<file path="config.mk">
export PLATFORM = sky130hd
export DESIGN_NAME = reorder_buffer_flat
export DESIGN_NICKNAME = d
export VERILOG_FILES = /design/src/rtl/reorder_buffer_pkg.sv /design/src/rtl/reorder_buffer_if.sv /design/src/rtl/reorder_buffer_rob_tag_cam.sv /design/src/rtl/reorder_buffer.sv /design/src/flat_wrapper.sv
export SDC_FILE = /design/constraint.sdc
export NUM_CORES = 1
export LEC_CHECK = 0
export ABC_AREA = 0
export BUFFER_PORTS_ARGS = -buffer_cell sky130_fd_sc_hd__buf_2
export CAP_MARGIN = 20
export CELL_PAD_IN_SITES_DETAIL_PLACEMENT = 1
export CELL_PAD_IN_SITES_GLOBAL_PLACEMENT = 1
export CORE_ASPECT_RATIO = 1.2
export CORE_MARGIN = 2
export CORE_UTILIZATION = 30
export CTS_BUF_LIST = sky130_fd_sc_hd__clkbuf_4 sky130_fd_sc_hd__clkbuf_8
export DETAILED_ROUTE_END_ITERATION = 7
export HOLD_SLACK_MARGIN = 0.1
export PLACE_DENSITY_LB_ADDON = 0.2
export SLEW_MARGIN = 20
export SYNTH_ARGS = -nofsm -noshare
export SYNTH_HDL_FRONTEND = slang
export SYNTH_SLANG_ARGS = --single-unit
</file>
<file path="constraint.sdc">
create_clock -name clk_in -period 18 [get_ports clk_in]
set_clock_uncertainty 0.15 [all_clocks]
set_input_delay 4.5 -clock clk_in [delete_from_list [all_inputs] [get_ports clk_in]]
set_output_delay 4.5 -clock clk_in [all_outputs]
set_load 0.03 [all_outputs]
</file>
<file path="src/rtl/reorder_buffer_pkg.sv">
// Shared definitions for the reorder buffer slice.
// Contents: station tag encodings, default depth, entry field widths and the
// per-entry storage record.
package reorder_buffer_pkg;

    localparam int unsigned TAG_W     = 4;
    localparam int unsigned RD_W      = 5;
    localparam int unsigned XLEN      = 32;
    localparam int unsigned ROB_DEPTH = 8;

    // Reservation-station tags: ALU stations 1..3, load-store 4..7, 0 = none.
    typedef enum logic [TAG_W-1:0] {
        TAG_NONE = 4'd0,
        TAG_ADD1 = 4'd1,
        TAG_ADD2 = 4'd2,
        TAG_ADD3 = 4'd3,
        TAG_LSB0 = 4'd4,
        TAG_LSB1 = 4'd5,
        TAG_LSB2 = 4'd6,
        TAG_LSB3 = 4'd7
    } rs_tag_e;

    typedef struct packed {
        logic            busy;
        logic            done;
        logic [TAG_W-1:0] tag;
        logic [RD_W-1:0]  rd;
        logic [XLEN-1:0]  addr;
        logic [XLEN-1:0]  val;
    } rob_entry_t;

endpackage

</file>
<file path="src/rtl/reorder_buffer_if.sv">
// Bundle of the reorder buffer's control, allocation, result and retirement
// signals. The slave modport is the buffer; master is the surrounding core.
//   control : rdy_in, flush_in
//   alloc   : alloc_valid/tag/rd/addr in, rob_full out
//   results : submit_* (ALU station), ls_submit_* (load-store buffer)
//   retire  : cdb_* broadcast, commit_* register-file write, unmatched_err
interface reorder_buffer_if;
    import reorder_buffer_pkg::*;

    logic             rdy_in;
    logic             flush_in;
    logic             alloc_valid;
    logic [TAG_W-1:0] alloc_tag;
    logic [RD_W-1:0]  alloc_rd;
    logic [XLEN-1:0]  alloc_addr;
    logic             rob_full;
    logic             submit_valid;
    logic [TAG_W-1:0] submit_tag;
    logic [XLEN-1:0]  submit_val;
    logic             ls_submit_valid;
    logic [TAG_W-1:0] ls_submit_tag;
    logic [XLEN-1:0]  ls_submit_val;
    logic             cdb_active;
    logic [TAG_W-1:0] cdb_tag;
    logic [XLEN-1:0]  cdb_val;
    logic [XLEN-1:0]  cdb_addr;
    logic             commit_valid;
    logic [RD_W-1:0]  commit_rd;
    logic [XLEN-1:0]  commit_val;
    logic             unmatched_err;

    modport master (
        output rdy_in, flush_in, alloc_valid, alloc_tag, alloc_rd, alloc_addr,
        output submit_valid, submit_tag, submit_val,
        output ls_submit_valid, ls_submit_tag, ls_submit_val,
        input  rob_full, cdb_active, cdb_tag, cdb_val, cdb_addr,
        input  commit_valid, commit_rd, commit_val, unmatched_err
    );

    modport slave (
        input  rdy_in, flush_in, alloc_valid, alloc_tag, alloc_rd, alloc_addr,
        input  submit_valid, submit_tag, submit_val,
        input  ls_submit_valid, ls_submit_tag, ls_submit_val,
        output rob_full, cdb_active, cdb_tag, cdb_val, cdb_addr,
        output commit_valid, commit_rd, commit_val, unmatched_err
    );

endinterface

</file>
<file path="src/rtl/reorder_buffer_rob_tag_cam.sv">
// rob_tag_cam: combinational DEPTH-way tag match for one result port.
//   i_valid   : result strobe
//   i_tag     : result tag (TAG_NONE never matches)
//   i_pending : per-entry busy && !done
//   i_tags    : per-entry stored tag
//   o_hit     : some pending entry matched
//   o_onehot  : matching entry (at most one by construction of tag reuse)
module rob_tag_cam
    import reorder_buffer_pkg::*;
#(
    parameter int unsigned DEPTH = ROB_DEPTH
) (
    input  logic                        i_valid,
    input  logic [TAG_W-1:0]            i_tag,
    input  logic [DEPTH-1:0]            i_pending,
    input  logic [DEPTH-1:0][TAG_W-1:0] i_tags,
    output logic                        o_hit,
    output logic [DEPTH-1:0]            o_onehot
);

    always_comb begin
        o_onehot = '0;
        for (int unsigned i = 0; i < DEPTH; i++) begin
            o_onehot[i] = i_valid && (i_tag != TAG_NONE) && i_pending[i] && (i_tags[i] == i_tag);
        end
    end

    assign o_hit = |o_onehot;

endmodule

</file>
<file path="src/rtl/reorder_buffer.sv">
// reorder_buffer: in-order completion buffer. Allocates entries in issue
// order, accepts out-of-order results from the ALU station and load-store
// buffer, and retires at most one completed head entry per cycle onto the
// CDB / register-file commit port.
//   clk_in : clock
//   rst_in : synchronous active-low reset
//   bus    : reorder_buffer_if.slave (control, alloc, results, retire)
module reorder_buffer
    import reorder_buffer_pkg::*;
#(
    parameter int unsigned DEPTH = ROB_DEPTH,
    parameter int unsigned PTR_W = $clog2(DEPTH)
) (
    input  logic             clk_in,
    input  logic             rst_in,
    reorder_buffer_if.slave  bus
);

    rob_entry_t       r_rob [DEPTH];
    logic [PTR_W-1:0] r_head;
    logic [PTR_W-1:0] r_tail;
    logic [PTR_W:0]   r_count;

    logic             r_cdb_active;
    logic [TAG_W-1:0] r_cdb_tag;
    logic [XLEN-1:0]  r_cdb_val;
    logic [XLEN-1:0]  r_cdb_addr;
    logic [RD_W-1:0]  r_commit_rd;
    logic             r_unmatched_err;

    logic [DEPTH-1:0]            w_pending;
    logic [DEPTH-1:0][TAG_W-1:0] w_tags;
    logic                        w_alu_hit;
    logic                        w_ls_hit;
    logic [DEPTH-1:0]            w_alu_oh;
    logic [DEPTH-1:0]            w_ls_oh;
    logic                        w_full;
    logic                        w_alloc;
    logic                        w_retire;
    logic                        w_miss;

    always_comb begin
        w_pending = '0;
        w_tags    = '0;
        for (int unsigned i = 0; i < DEPTH; i++) begin
            w_pending[i] = r_rob[i].busy && !r_rob[i].done;
            w_tags[i]    = r_rob[i].tag;
        end
    end

    rob_tag_cam #(.DEPTH(DEPTH)) u_cam_alu (
        .i_valid   (bus.submit_valid),
        .i_tag     (bus.submit_tag),
        .i_pending (w_pending),
        .i_tags    (w_tags),
        .o_hit     (w_alu_hit),
        .o_onehot  (w_alu_oh)
    );

    rob_tag_cam #(.DEPTH(DEPTH)) u_cam_ls (
        .i_valid   (bus.ls_submit_valid),
        .i_tag     (bus.ls_submit_tag),
        .i_pending (w_pending),
        .i_tags    (w_tags),
        .o_hit     (w_ls_hit),
        .o_onehot  (w_ls_oh)
    );

    // Full is judged on the current count: a same-cycle retire does not free a slot.
    assign w_full   = (r_count == (PTR_W+1)'(DEPTH));
    assign w_alloc  = bus.alloc_valid && !w_full;
    assign w_retire = (r_count != '0) && r_rob[r_head].busy && r_rob[r_head].done;
    assign w_miss   = (bus.submit_valid && (bus.submit_tag != TAG_NONE) && !w_alu_hit) ||
                      (bus.ls_submit_valid && (bus.ls_submit_tag != TAG_NONE) && !w_ls_hit);

    always_ff @(posedge clk_in) begin
        if (!rst_in) begin
            r_head          <= '0;
            r_tail          <= '0;
            r_count         <= '0;
            r_cdb_active    <= 1'b0;
            r_cdb_tag       <= '0;
            r_cdb_val       <= '0;
            r_cdb_addr      <= '0;
            r_commit_rd     <= '0;
            r_unmatched_err <= 1'b0;
            for (int unsigned i = 0; i < DEPTH; i++) begin
                r_rob[i] <= '0;
            end
        end else if (bus.rdy_in) begin
            if (bus.flush_in) begin
                r_head       <= '0;
                r_tail       <= '0;
                r_count      <= '0;
                r_cdb_active <= 1'b0;
                r_cdb_tag    <= '0;
                r_cdb_val    <= '0;
                r_cdb_addr   <= '0;
                r_commit_rd  <= '0;
                for (int unsigned i = 0; i < DEPTH; i++) begin
                    r_rob[i] <= '0;
                end
            end else begin
                r_cdb_active <= w_retire;
                if (w_retire) begin
                    r_cdb_tag           <= r_rob[r_head].tag;
                    r_cdb_val           <= r_rob[r_head].val;
                    r_cdb_addr          <= r_rob[r_head].addr;
                    r_commit_rd         <= r_rob[r_head].rd;
                    r_rob[r_head].busy  <= 1'b0;
                    r_rob[r_head].done  <= 1'b0;
                    r_head              <= r_head + 1'b1;
                end

                // Matches only hit pending (not done) entries, so the retiring
                // head and the free tail slot are never touched here.
                for (int unsigned i = 0; i < DEPTH; i++) begin
                    if (w_alu_oh[i]) begin
                        r_rob[i].done <= 1'b1;
                        r_rob[i].val  <= bus.submit_val;
                    end else if (w_ls_oh[i]) begin
                        r_rob[i].done <= 1'b1;
                        r_rob[i].val  <= bus.ls_submit_val;
                    end
                end

                if (w_alloc) begin
                    r_rob[r_tail].busy <= 1'b1;
                    r_rob[r_tail].done <= 1'b0;
                    r_rob[r_tail].tag  <= bus.alloc_tag;
                    r_rob[r_tail].rd   <= bus.alloc_rd;
                    r_rob[r_tail].addr <= bus.alloc_addr;
                    r_rob[r_tail].val  <= '0;
                    r_tail             <= r_tail + 1'b1;
                end

                if (w_alloc && !w_retire) begin
                    r_count <= r_count + 1'b1;
                end else if (!w_alloc && w_retire) begin
                    r_count <= r_count - 1'b1;
                end

                if (w_miss) begin
                    r_unmatched_err <= 1'b1;
                end
            end
        end
    end

    assign bus.rob_full      = w_full;
    assign bus.cdb_active    = r_cdb_active;
    assign bus.cdb_tag       = r_cdb_tag;
    assign bus.cdb_val       = r_cdb_val;
    assign bus.cdb_addr      = r_cdb_addr;
    assign bus.commit_valid  = r_cdb_active;
    assign bus.commit_rd     = r_commit_rd;
    assign bus.commit_val    = r_cdb_val;
    assign bus.unmatched_err = r_unmatched_err;

endmodule

</file>
<file path="src/flat_wrapper.sv">
// flat-port wrapper written by rule: the top's interface ports become plain ports
module reorder_buffer_flat import reorder_buffer_pkg::*;
#(
    parameter int unsigned DEPTH = ROB_DEPTH,
    parameter int unsigned PTR_W = $clog2(DEPTH)
)
  (clk_in, rst_in, bus_rdy_in, bus_flush_in, bus_alloc_valid, bus_alloc_tag, bus_alloc_rd, bus_alloc_addr, bus_submit_valid, bus_submit_tag, bus_submit_val, bus_ls_submit_valid, bus_ls_submit_tag, bus_ls_submit_val, bus_rob_full, bus_cdb_active, bus_cdb_tag, bus_cdb_val, bus_cdb_addr, bus_commit_valid, bus_commit_rd, bus_commit_val, bus_unmatched_err);
  reorder_buffer_if bus_i ();
  input  logic clk_in;
  input  logic rst_in;
  input wire logic [$bits(bus_i.rdy_in)-1:0] bus_rdy_in;
  input wire logic [$bits(bus_i.flush_in)-1:0] bus_flush_in;
  input wire logic [$bits(bus_i.alloc_valid)-1:0] bus_alloc_valid;
  input wire logic [$bits(bus_i.alloc_tag)-1:0] bus_alloc_tag;
  input wire logic [$bits(bus_i.alloc_rd)-1:0] bus_alloc_rd;
  input wire logic [$bits(bus_i.alloc_addr)-1:0] bus_alloc_addr;
  input wire logic [$bits(bus_i.submit_valid)-1:0] bus_submit_valid;
  input wire logic [$bits(bus_i.submit_tag)-1:0] bus_submit_tag;
  input wire logic [$bits(bus_i.submit_val)-1:0] bus_submit_val;
  input wire logic [$bits(bus_i.ls_submit_valid)-1:0] bus_ls_submit_valid;
  input wire logic [$bits(bus_i.ls_submit_tag)-1:0] bus_ls_submit_tag;
  input wire logic [$bits(bus_i.ls_submit_val)-1:0] bus_ls_submit_val;
  output wire logic [$bits(bus_i.rob_full)-1:0] bus_rob_full;
  output wire logic [$bits(bus_i.cdb_active)-1:0] bus_cdb_active;
  output wire logic [$bits(bus_i.cdb_tag)-1:0] bus_cdb_tag;
  output wire logic [$bits(bus_i.cdb_val)-1:0] bus_cdb_val;
  output wire logic [$bits(bus_i.cdb_addr)-1:0] bus_cdb_addr;
  output wire logic [$bits(bus_i.commit_valid)-1:0] bus_commit_valid;
  output wire logic [$bits(bus_i.commit_rd)-1:0] bus_commit_rd;
  output wire logic [$bits(bus_i.commit_val)-1:0] bus_commit_val;
  output wire logic [$bits(bus_i.unmatched_err)-1:0] bus_unmatched_err;
  assign bus_i.rdy_in = bus_rdy_in;
  assign bus_i.flush_in = bus_flush_in;
  assign bus_i.alloc_valid = bus_alloc_valid;
  assign bus_i.alloc_tag = bus_alloc_tag;
  assign bus_i.alloc_rd = bus_alloc_rd;
  assign bus_i.alloc_addr = bus_alloc_addr;
  assign bus_i.submit_valid = bus_submit_valid;
  assign bus_i.submit_tag = bus_submit_tag;
  assign bus_i.submit_val = bus_submit_val;
  assign bus_i.ls_submit_valid = bus_ls_submit_valid;
  assign bus_i.ls_submit_tag = bus_ls_submit_tag;
  assign bus_i.ls_submit_val = bus_ls_submit_val;
  assign bus_rob_full = bus_i.rob_full;
  assign bus_cdb_active = bus_i.cdb_active;
  assign bus_cdb_tag = bus_i.cdb_tag;
  assign bus_cdb_val = bus_i.cdb_val;
  assign bus_cdb_addr = bus_i.cdb_addr;
  assign bus_commit_valid = bus_i.commit_valid;
  assign bus_commit_rd = bus_i.commit_rd;
  assign bus_commit_val = bus_i.commit_val;
  assign bus_unmatched_err = bus_i.unmatched_err;
  reorder_buffer #(.DEPTH(DEPTH), .PTR_W(PTR_W)) u_core (.clk_in(clk_in), .rst_in(rst_in), .bus(bus_i));
endmodule
</file>
-- Word level (Yosys, flattened, before mapping)
Memory sizes are Yosys's and may differ from the RTL's. A register that Yosys moved wholly into a read port is not among the register bits.
Cells that the tools add are included.
- $lt $le $gt $ge: 0
- reductions and logical operators: 75
- add/subtract/negate cells: 4
- multipliers: 0
- equality and inequality tests: 33
- div/mod/pow operators: 0
- muxes and demuxes: 162
- bitwise operators: 138
- shifts and indexed selects: 0
- operator list (kind ; count):
    2-to-1 mux 32 bit ; 20
    2-to-1 mux 75 bit ; 8
    2-to-1 mux 1 bit ; 121
    == test 4 bit ; 16
    logical AND 1 bit ; 49
    == test 3 bit, second input constant ; 16
    bitwise AND 1 bit ; 47
    OR 1 bit ; 41
    inverter 1 bit ; 33
    2-to-1 mux 4 bit ; 5
    2-to-1 mux 3 bit ; 6
    bitwise AND 1 bit, second input constant ; 16
    OR reduction 8 bit ; 2
    logical NOT 1 bit ; 13
    nonzero test 4 bit ; 3
    2-to-1 mux 5 bit ; 2
    adder 3 x 1 -> 3 bit, second input constant ; 2
    AND reduction 2 bit ; 3
    adder 4 x 1 -> 4 bit, second input constant ; 1
    == test 4 bit, second input constant ; 1
    nonzero test 2 bit ; 2
    subtractor 4 x 1 -> 4 bit, second input constant ; 1
    AND reduction 3 bit ; 1
    nonzero test 3 bit ; 1
    other kinds (2) ; 2
- bits in latches: 0
- logic and storage cells: 422
- register bits after elaboration: 85
- memory bits (writable): 600
- memories kept: 1
- bits in read-only memories: 0
- memories (memory ; words ; width ; read ports ; clocked after memory_dff ; wr ports ; line ; text):
    u_core.r_rob ; 8 ; 75 ; 9 ; 1 ; 10 ; reorder_buffer.sv:19 ; rob_entry_t r_rob [DEPTH];

-- Longest topological paths before layout
Gate-level depths: netlist (run 1).
An unclocked memory read counts as a cell.
- depth after elaboration: 28
- mapped depth: 13

-- Hierarchy
Synthesis (run 1) repeated with hierarchy kept, for this count alone.
- cells, all modules: 2808
- area total of the unflattened synthesis: 33364.5 sq um
- by module, submodules not included (module ; cells an instance ; times used ; area each (sq um)):
    reorder_buffer ; 2680 ; 1 ; 32401.1
    rob_tag_cam ; 64 ; 2 ; 481.7

-- Worst setup path before layout (run 1)
OpenSTA, ideal clock, no wires.
- path kind: input-to-reg
- start: input bus_rdy_in
- end: memory u_core.r_rob[1][32] (netlist name) (enable)
- required time: 17354 ps
- stages: 5
- buffers on the path: 2
- setup time: 496 ps
- slack: 9027 ps
- arrival time: 8326 ps
- path through: buf_2 -> nand3b_1 -> or3_1 -> clkbuf_1 -> o21ai_0
- RTL lines (what ; line ; text):
    start, declared ; flat_wrapper.sv:11 ; input wire logic [$bits(bus_i.rdy_in)-1:0] bus_rdy_in;
    end, declared ; reorder_buffer.sv:19 ;

==> results of run 1 <==
[layout make-up]
cell class                      count  area share
Timing Repair Buffer              275      0.0428
Multi-Input combinational cell   1647       0.377
Clock buffer                      190      0.0637
Antenna cell                        3    0.000203
Inverter                            8    0.000813
Clock inverter                     22     0.00607
Tap cell                         1396      0.0473
Sequential cell                   688       0.462
[worst max-delay path: cells and delay by family]
family / cells / cell delay, ns
buffers and inverters: 4 / 2.22
AND/OR/NAND/NOR: 4 / 1.47
[worst max-delay path by stage]
stage / startpoint / end / slack, ns / cells after the start
detailed placement: rst_in / u_core.r_rob[2][41]$_SDFFCE_PN0P_ / 9.19 / 8
global route: rst_in / u_core.r_rob[2][43]$_SDFFCE_PN0P_ / 9.64 / 8
global placement: rst_in / u_core.r_rob[2][39]$_SDFFCE_PN0P_ / 9.26 / 8
finish: rst_in / u_core.r_rob[2][44]$_SDFFCE_PN0P_ / 9.94 / 8
floorplan: bus_rdy_in / u_core.r_rob[1][32]$_SDFFCE_PN0P_ / 9.03 / 5
CTS: rst_in / u_core.r_rob[2][34]$_SDFFCE_PN0P_ / 10.03 / 8
[power groups by stage]
stage               sequential, mW  combinational (mW)  clock [mW]
finish                        1.69               0.169        1.55
global route                  1.69               0.182        1.66
CTS                           1.69               0.171        1.59
detailed placement            1.72               0.171           0
global placement              1.72               0.166           0
floorplan                     1.72              0.0952           0
[through the flow]
step | worst slack (ns) | power (mW) | util | hold WS (ns) | instance area, sq um
after detailed placement | 9.19 | 1.90 | 0.323 | 0.291 | 34300
final | 9.94 | 3.41 | 0.347 | 0.299 | 36900
after CTS | 10.03 | 3.45 | 0.347 | 0.301 | 36900
after global placement | 9.26 | 1.89 | 0.322 | 0.285 | 34200
after floorplan | 9.03 | 1.82 | - | 0.277 | 32200
after global routing | 9.64 | 3.53 | 0.347 | 0.323 | 36900
[kinds of logic after synthesis]
group,synth area share
buf+inv,0.0463
mux,0.154
compound gates,0.137
xor+xnor,0.0177
fa+ha+maj,0.00412
flops,0.530
simple gates,0.111
[cell usage after synthesis (8+ instances only)]
master	n
a211oi_1	34
a21oi_1	137
a22o_1	63
a22oi_1	161
and2_1	254
and3_1	86
buf_1	31
buf_2	52
buf_4	37
clkbuf_1	205
dfxtp_1	360
edfxtp_1	328
ha_1	9
inv_1	8
mux2i_1	165
mux4_2	147
nand2_1	144
nand2b_1	10
nand3_1	26
nor2_1	85
nor2b_1	9
nor3_1	19
o21ai_0	17
o2bb2ai_1	137
xnor2_1	37
xor2_1	28
[metal layers]
| metal | routed length [microns] | vias to the layer above |
|---|---|---|
| li1 | - | 10100 |
| met1 | 46600 | 12100 |
| met2 | 59000 | 584 |
| met3 | 4950 | 207 |
| met4 | 3070 | 24 |
| met5 | 152 | - |
[sequential cells by signal, indices dropped and copies added, names as in the netlist, named ones only]
signal,cells
u_core.bus.commit_rd,5
u_core.r_tail,3
u_core.r_count,4
u_core.bus.cdb_tag,4
u_core.bus.unmatched_err,1
u_core.bus.cdb_addr,32
u_core.bus.cdb_val,32
u_core.r_head,3
u_core.bus.cdb_active,1
u_core.r_rob,600
==> results.md, run 1 <==
- Tot GR Track Use: 0.205
- Pwr Density: 92.3 nW/um^2
- Seq cells post-synth: 688
- Via count: 23100
- VDD IR max: 0.0451 mV
- Number of vias per cell: 5.45
- RePlAce Congestion: 0.825
- Largest net degree at the start of global routing: 109
- Core area: 106000 sq um
- Initial core utilization: 0.303
- Mean area per synthesized cell: 12.1 sq um
- Most frequent CP cell: buf_4
- ANT nets after route: 0
- GR Util met1: 0.245
- First-pass GRT wire length: 169 mm
- CTS tree: done
- DIE AREA: 110000 sq um
- Final TNS setup: 0 ns
- DRC violations left: 0
- Detail Placement HPWL: 67.0 mm
- Busiest grt layer: met2
- Die height: 363 microns
- IO Pins: 229
- Multi-input logic area: 13900 sq um
- Psw: 0.814 mW
- Share of layout cells above drive strength 1: 0.245
- Combinational Power Share: 0.050
- R2R Setup Slk: 13.98 ns
- Synth cell types: 65
- P&R area growth vs syn: 14.6%
- CP arrival: 8.30 ns
- Drt total wl: 114 mm
- Setup bufs post-CTS: 0
- Commonest non-fill, non-tap cell in the layout: dfxtp_1
- Met3 usage: 0.0327
- Fillers: 11400
- Synth area leader: edfxtp_1
- Register area share after synthesis: 0.530
- Post-CTS Resized: 0
- Syn_nets: 2802
- Worst Hold Launch: u_core.r_rob[2][0]$_SDFFE_PP0P_
- Max-slew violations: 0
- Post-Syn Instances: 2672
- Worst-path clk slew: 0.06 ns
- Met2 Use GR: 0.371
- DIE WIDTH: 303 microns
- Number of flops mapped to enable cells by yosys: 328
- Startpoint types: input port
- DRT Pass-1 Iters: 5
- Max-cap violations: 0
- Insertion delay to the later sink of the worst-skew pair: 0.79 ns
- Mapped Area: 32200 sq um
- GRT overflow: 0
- Fmax: 0.124 GHz
- Clock share of power: 0.454
- WHS Endpoint: u_core.r_rob[2][0]$_SDFFE_PP0P_
- Final Cycle Share: 0.448
- Crit path required time: 18.24 ns
- Min Tclk post-route: 8.06 ns
- Worst setup EP type: register
- Routed WL per cell: 26.9 microns
- Post-route insts no fill: 4229
- Max-slew headroom: 0.237
- Port-buffer cells: 228
- Root buffer cell: clkbuf_8
- H-tree lvl count: 3
- Ys async rst share: 0
- Most frequent cells in the layout: 357 x dfxtp_1, 328 x edfxtp_1, 252 x and2_1
- Clock buffer depth: 3
- Worst Path Max Fanout: 76
- Dpl cells: 4014
- Post-CTS Hold Fix Bufs: 0
- CTS Sinks: 688
- Worst hold path type: register to register
- Worst Tran Pin Value: 1.14 ns
- Final setup viols: 0
- FF+latch area: 17100 sq um
- Status: finished clean
- LEAKAGE: 13.4 nW
- RSZ-0062 raised after global routing: false
- Yosys warns: 0
- Cells along the critical path: buf_2, and3b_2, buf_4, nand3_1, nor3_2, buf_4, nand2b_2, buf_4
- Worst Hold Depth: 2
- Switching Fraction: 0.239
- Worst path max stage delay: 0.76 ns
- Reg power frac: 0.496
- CTS buffer count: 120
- Top_reg_cell synth: dfxtp_1
- FF-to-FF path depth: 8
- Std-Cell Rows: 131
- Slowest stage cell, crit path: buf_4
- Crit Path Category: input port to register
- Yosys top cell area share: 0.306
- Internal power: 2.59 mW
- Vias in the first global route: 25300
- Synth area leaders: edfxtp_1 31%, dfxtp_1 22%, mux4_2 10%, mux2i_1 5.1%, and2_1 4.9%
- Fin. Hold Viols: 0
- Nets: 2870
- Initial DRC Count: 1326
- Initial antenna violation count: 26
Note: power is estimated with default switching activity, not from simulation.
==> inputs of run 2 (changes only) <==
==> constraint.sdc (replaced) <==
create_clock -name clk_in -period 7.95 [get_ports clk_in]
set_clock_uncertainty 0.15 [all_clocks]
set_input_delay 1.9875 -clock clk_in [delete_from_list [all_inputs] [get_ports clk_in]]
set_output_delay 1.9875 -clock clk_in [all_outputs]
set_load 0.03 [all_outputs]
==> run 2 against run 1 <==
Against the previous run:
- global-route usage increased by 0.14 points
- final area up 0.19%
- combinational power grew 120%
- highest routed layer unchanged
==> results.md, run 2 (synthesis gave the netlist of run 1 again) <==
- Insertion delay to the later sink of the worst-skew pair: 0.77 ns
- Die height: 363 microns
- Root buffer cell: clkbuf_8
- DIE AREA: 110000 sq um
- Post-CTS Resized: 0
- Setup bufs post-CTS: 0
- Via count: 23100
- WHS Endpoint: u_core.r_rob[2][23]$_SDFFE_PP0P_
- CTS Sinks: 688
- Reg power frac: 0.491
- Switching Fraction: 0.237
- Crit path required time: 8.41 ns
- Largest net degree at the start of global routing: 104
- Fillers: 11400
- Startpoint types: input port
- Worst Hold Depth: 2
- Crit Path Category: input port to register
- Tot GR Track Use: 0.206
- Number of vias per cell: 5.45
- RSZ-0062 raised after global routing: false
- Fmax: 0.198 GHz
- Port-buffer cells: 228
- DRC violations left: 0
- Worst Path Max Fanout: 74
- IO Pins: 229
- Internal power: 5.95 mW
- Combinational Power Share: 0.049
- Commonest non-fill, non-tap cell in the layout: dfxtp_1
- Drt total wl: 114 mm
- RePlAce Congestion: 0.803
- CP arrival: 5.51 ns
- Worst Tran Pin Value: 1.19 ns
- Core area: 106000 sq um
- Pwr Density: 211 nW/um^2
- Std-Cell Rows: 131
- Final setup viols: 0
- CTS tree: done
- Initial DRC Count: 1525
- Initial antenna violation count: 24
- P&R area growth vs syn: 14.9%
- DIE WIDTH: 303 microns
- Dpl ws: 2.14 ns
- ANT nets after route: 0
- Most frequent cells in the layout: 357 x dfxtp_1, 328 x edfxtp_1, 252 x and2_1
- Met2 WL: 58.8 mm
- Fin Hold WS: 0.299 ns
- Max-slew headroom: 0.208
- Final TNS setup: 0 ns
- Post-CTS Hold Fix Bufs: 0
- Nets: 2873
- Wl on met1: 46.5 mm
- Initial core utilization: 0.303
- Max Used Layer: met5
- Worst hold path type: register to register
- Final Cycle Share: 0.634
- First-pass GRT wire length: 170 mm
- Worst-path clk slew: 0.06 ns
- Clock buffer depth: 3
- Final Core Density: 0.348
- DRT Pass-1 Iters: 5
- Setup slack after layout: 2.91 ns
- Worst setup EP type: register
- Worst Hold Launch: u_core.r_rob[2][23]$_SDFFE_PP0P_
- Detail Placement HPWL: 68.2 mm
- Max-slew violations: 0
- Fin. Hold Viols: 0
- LEAKAGE: 13.4 nW
- Met3 WL post-DR: 5.55 mm
- VDD IR max: 0.149 mV
- Vias in the first global route: 25300
- Psw: 1.85 mW
- CTS buffer count: 119
- Max-cap violations: 0
- CP Launch Point: rst_in
- Clock share of power: 0.461
- Biggest register: u_core.r_rob
- GRT overflow: 0
- H-tree lvl count: 3
- Min Tclk post-route: 5.04 ns
- Max reg flops: 600
- Routed WL per cell: 26.9 microns
- R2R Setup Slk: 3.46 ns
- Status: finished clean
- FF-to-FF path depth: 10
- Share of layout cells above drive strength 1: 0.247
run 2: per-stage QoR:
step / std cells / instance area, sq um / power [mW]
2_1_floorplan: 2672 / 32200 / 4.11
3_3_place_gp: 4015 / 34300 / 4.27
4_1_cts: 4240 / 36900 / 7.90
5_1_grt: 4244 / 37000 / 8.09
3_5_place_dp: 4016 / 34300 / 4.29
6_report: 4248 / 37000 / 7.80
run 2: worst max-delay path by stage:
stage,endpoint,slack [ns],cells after the start
2_1_floorplan,u_core.r_rob[1][32]$_SDFFCE_PN0P_,1.49,5
3_3_place_gp,u_core.r_rob[2][34]$_SDFFCE_PN0P_,2.26,8
3_5_place_dp,u_core.r_rob[2][37]$_SDFFCE_PN0P_,2.14,8
4_1_cts,u_core.r_rob[2][37]$_SDFFCE_PN0P_,2.97,8
5_1_grt,u_core.r_rob[2][39]$_SDFFCE_PN0P_,2.67,8
6_report,u_core.r_rob[2][37]$_SDFFCE_PN0P_,2.91,8
run 2: cell type report:
class / instances / area [sq um] / share of cell area
timing repair buffer: 279 / 1580 / 0.0426
antenna: 6 / 15.0 / 0.000406
inverter: 8 / 30.0 / 0.000812
multi-input combinational: 1647 / 13900 / 0.376
sequential: 688 / 17100 / 0.461
clock inverter: 32 / 328 / 0.00886
clock buffer: 192 / 2330 / 0.0630
tap: 1396 / 1750 / 0.0472
run 2: power groups by stage:
stage               combinational [mW]  clock [mW]  sequential, mW
floorplan                        0.216           0            3.90
CTS                              0.385        3.69            3.83
finish                           0.380        3.59            3.83
global route                     0.407        3.85            3.83
detailed placement               0.384           0            3.90
global placement                 0.375           0            3.90
run 2: critical path: stages:
cell and delay [ns]:
buf_2 0.30, and3b_2 0.29, buf_4 0.75, nand3_1 0.54, nor3_2 0.27, buf_4 0.43, buf_4 0.65, and2_1 0.24
run 2: layer usage:
layer,track usage,up-vias
li1,-,10200
met4,0.0708,22
met1,0.247,12100
met3,0.0359,225
met5,0,-
met2,0.369,652
==> inputs of run 3 (changes only) <==
==> constraint.sdc (replaced) <==
create_clock -name clk_in -period 4.85 [get_ports clk_in]
set_clock_uncertainty 0.15 [all_clocks]
set_input_delay 1.2125 -clock clk_in [delete_from_list [all_inputs] [get_ports clk_in]]
set_output_delay 1.2125 -clock clk_in [all_outputs]
set_load 0.03 [all_outputs]
==> run 3 against run 2 <==
Against the previous run:
- first-iteration DRC count down 3.9%
- register-to-register slack worse by 2.1 ns
- final area increased by 0.68%
- highest routed layer unchanged
==> results.md, run 3 (synthesis gave the netlist of run 1 again) <==
- Root buffer cell: clkbuf_8
- First-pass GRT wire length: 171 mm
- H-tree lvl count: 3
- Fin. Hold Viols: 0
- Core area: 106000 sq um
- Commonest non-fill, non-tap cell in the layout: dfxtp_1
- Met3 WL post-DR: 6.34 mm
- Biggest register: u_core.r_rob
- Top Family by Delay on Critical Path: compound AO/OA/AOI/OAI gates
- CTS tree: done
- Initial antenna violation count: 27
- Initial DRC Count: 1465
- P&R area growth vs syn: 15.6%
- Nets: 2896
- Tot GR Track Use: 0.208
- Fillers: 11400
- Pwr Density: 340 nW/um^2
- Detail Placement HPWL: 68.7 mm
- Final TNS setup: 0 ns
- Initial core utilization: 0.303
- Drt total wl: 116 mm
- Most frequent cells in the layout: 357 x dfxtp_1, 328 x edfxtp_1, 252 x and2_1
- Final Power: 12.7 mW
- Met2 WL: 60.0 mm
- Max Used Layer: met5
- Max-cap violations: 0
- Final Cycle Share: 0.727
- DRT Pass-1 Iters: 5
- Insertion delay to the later sink of the worst-skew pair: 0.79 ns
- Wl on met1: 45.5 mm
- Cells along the critical path: buf_2, o41ai_1, nor4_1, o21ai_1, buf_4, and2_1, buf_4, a22oi_1, nor2_1
- Share of layout cells above drive strength 1: 0.254
- Die height: 363 microns
- Worst setup EP type: register
- Worst path max stage delay: 0.75 ns
- Worst-path clk slew: 0.06 ns
- LEAKAGE: 13.6 nW
- CTS Sinks: 688
- Max-slew headroom: 0.303
- RePlAce Congestion: 0.905
- Clock buffer depth: 3
- Fmax: 0.284 GHz
- Largest net degree at the start of global routing: 83
- ANT nets after route: 0
- Setup bufs post-CTS: 0
- CTS buffer count: 119
- Multi-input logic area: 13900 sq um
- CP arrival: 4.05 ns
- Most frequent CP cell: buf_4
- Routed WL per cell: 27.0 microns
- VDD IR max: 0.182 mV
- GRT overflow: 0
- Worst hold path type: register to register
- FF+latch area: 17100 sq um
- DIE AREA: 110000 sq um
- Startpoint types: input port
- DIE WIDTH: 303 microns
- Port-buffer cells: 228
- Min Tclk post-route: 3.52 ns
- Crit path required time: 5.38 ns
- Worst Path Max Fanout: 20
- Post-CTS Resized: 0
- Post-CTS Hold Fix Bufs: 0
- Max reg flops: 600
- Status: finished clean
- IO Pins: 229
- RSZ-0062 raised after global routing: false
- Worst Tran Pin Value: 1.05 ns
- DRC violations left: 0
- Vias in the first global route: 25500
- Final setup viols: 0
- Max-slew violations: 0
- Post-DP Area: 34600 sq um
- Std-Cell Rows: 131
- Slowest stage cell, crit path: o41ai_1
- Via count: 23300
- Crit Path Category: input port to register
- Number of vias per cell: 5.47
- Post-route design area: 37200 sq um
- WP buf/inv: 3
-- run 3: worst register-to-register path: stages, from the launching register on --
cell	delay [ns]
dfxtp_4	0.75
o21ai_0	0.20
mux4_2	0.55
o41ai_2	0.18
nand2_1	0.27
ha_1	0.34
a21o_1	0.18
a21oi_1	0.20
and2_1	0.15
mux2i_1	0.08
o211ai_1	0.20
o31ai_1	0.09
-- run 3: worst paths after layout --
check / start / end / slack (ns) / depth (start not counted)
worst max-delay path: bus_ls_submit_tag[0] / u_core.r_rob[5][0]$_SDFFE_PP0P_ / 1.33 / 9
worst min-delay path: u_core.r_rob[1][10]$_SDFFE_PP0P_ / u_core.r_rob[1][10]$_SDFFE_PP0P_ / 0.30 / 2
worst max register to register: register / u_core.r_count[3]$_SDFFE_PN0P_ / 1.40 / 11
worst min register to register: u_core.r_rob[1][10]$_SDFFE_PP0P_ / u_core.r_rob[1][10]$_SDFFE_PP0P_ / 0.30 / 2
-- run 3: stage by stage --
step           std cells  setup WS [ns]  hold slack (ns)   util
6_report            4272           1.33            0.300  0.350
5_1_grt             4267           1.07            0.319  0.350
4_1_cts             4264           1.34            0.302  0.350
3_5_place_dp        4041          0.599            0.291  0.325
3_3_place_gp        4041          0.738            0.284  0.325
2_1_floorplan       2672         -0.835            0.277      -
-- run 3: cell type report --
type / instances / share of cell area
Clock inverter: 29 / 0.00595
Clock buffer: 194 / 0.0641
Sequential cell: 688 / 0.458
Antenna cell: 8 / 0.000538
Timing Repair Buffer: 302 / 0.0503
Tap cell: 1396 / 0.0469
Inverter: 8 / 0.000806
Multi-Input combinational cell: 1647 / 0.373
-- run 3: power by group --
| part | switching, mW | internal (mW) |
|---|---|---|
| sequential | 0.0548 | 6.22 |
| combinational | 0.460 | 0.189 |
| clock | 2.53 | 3.22 |
-- run 3: layer usage --
layer	vias up	GRT usage
met3	268	0.0400
met4	28	0.0744
met1	12200	0.241
met5	-	0
met2	687	0.377
li1	10200	-
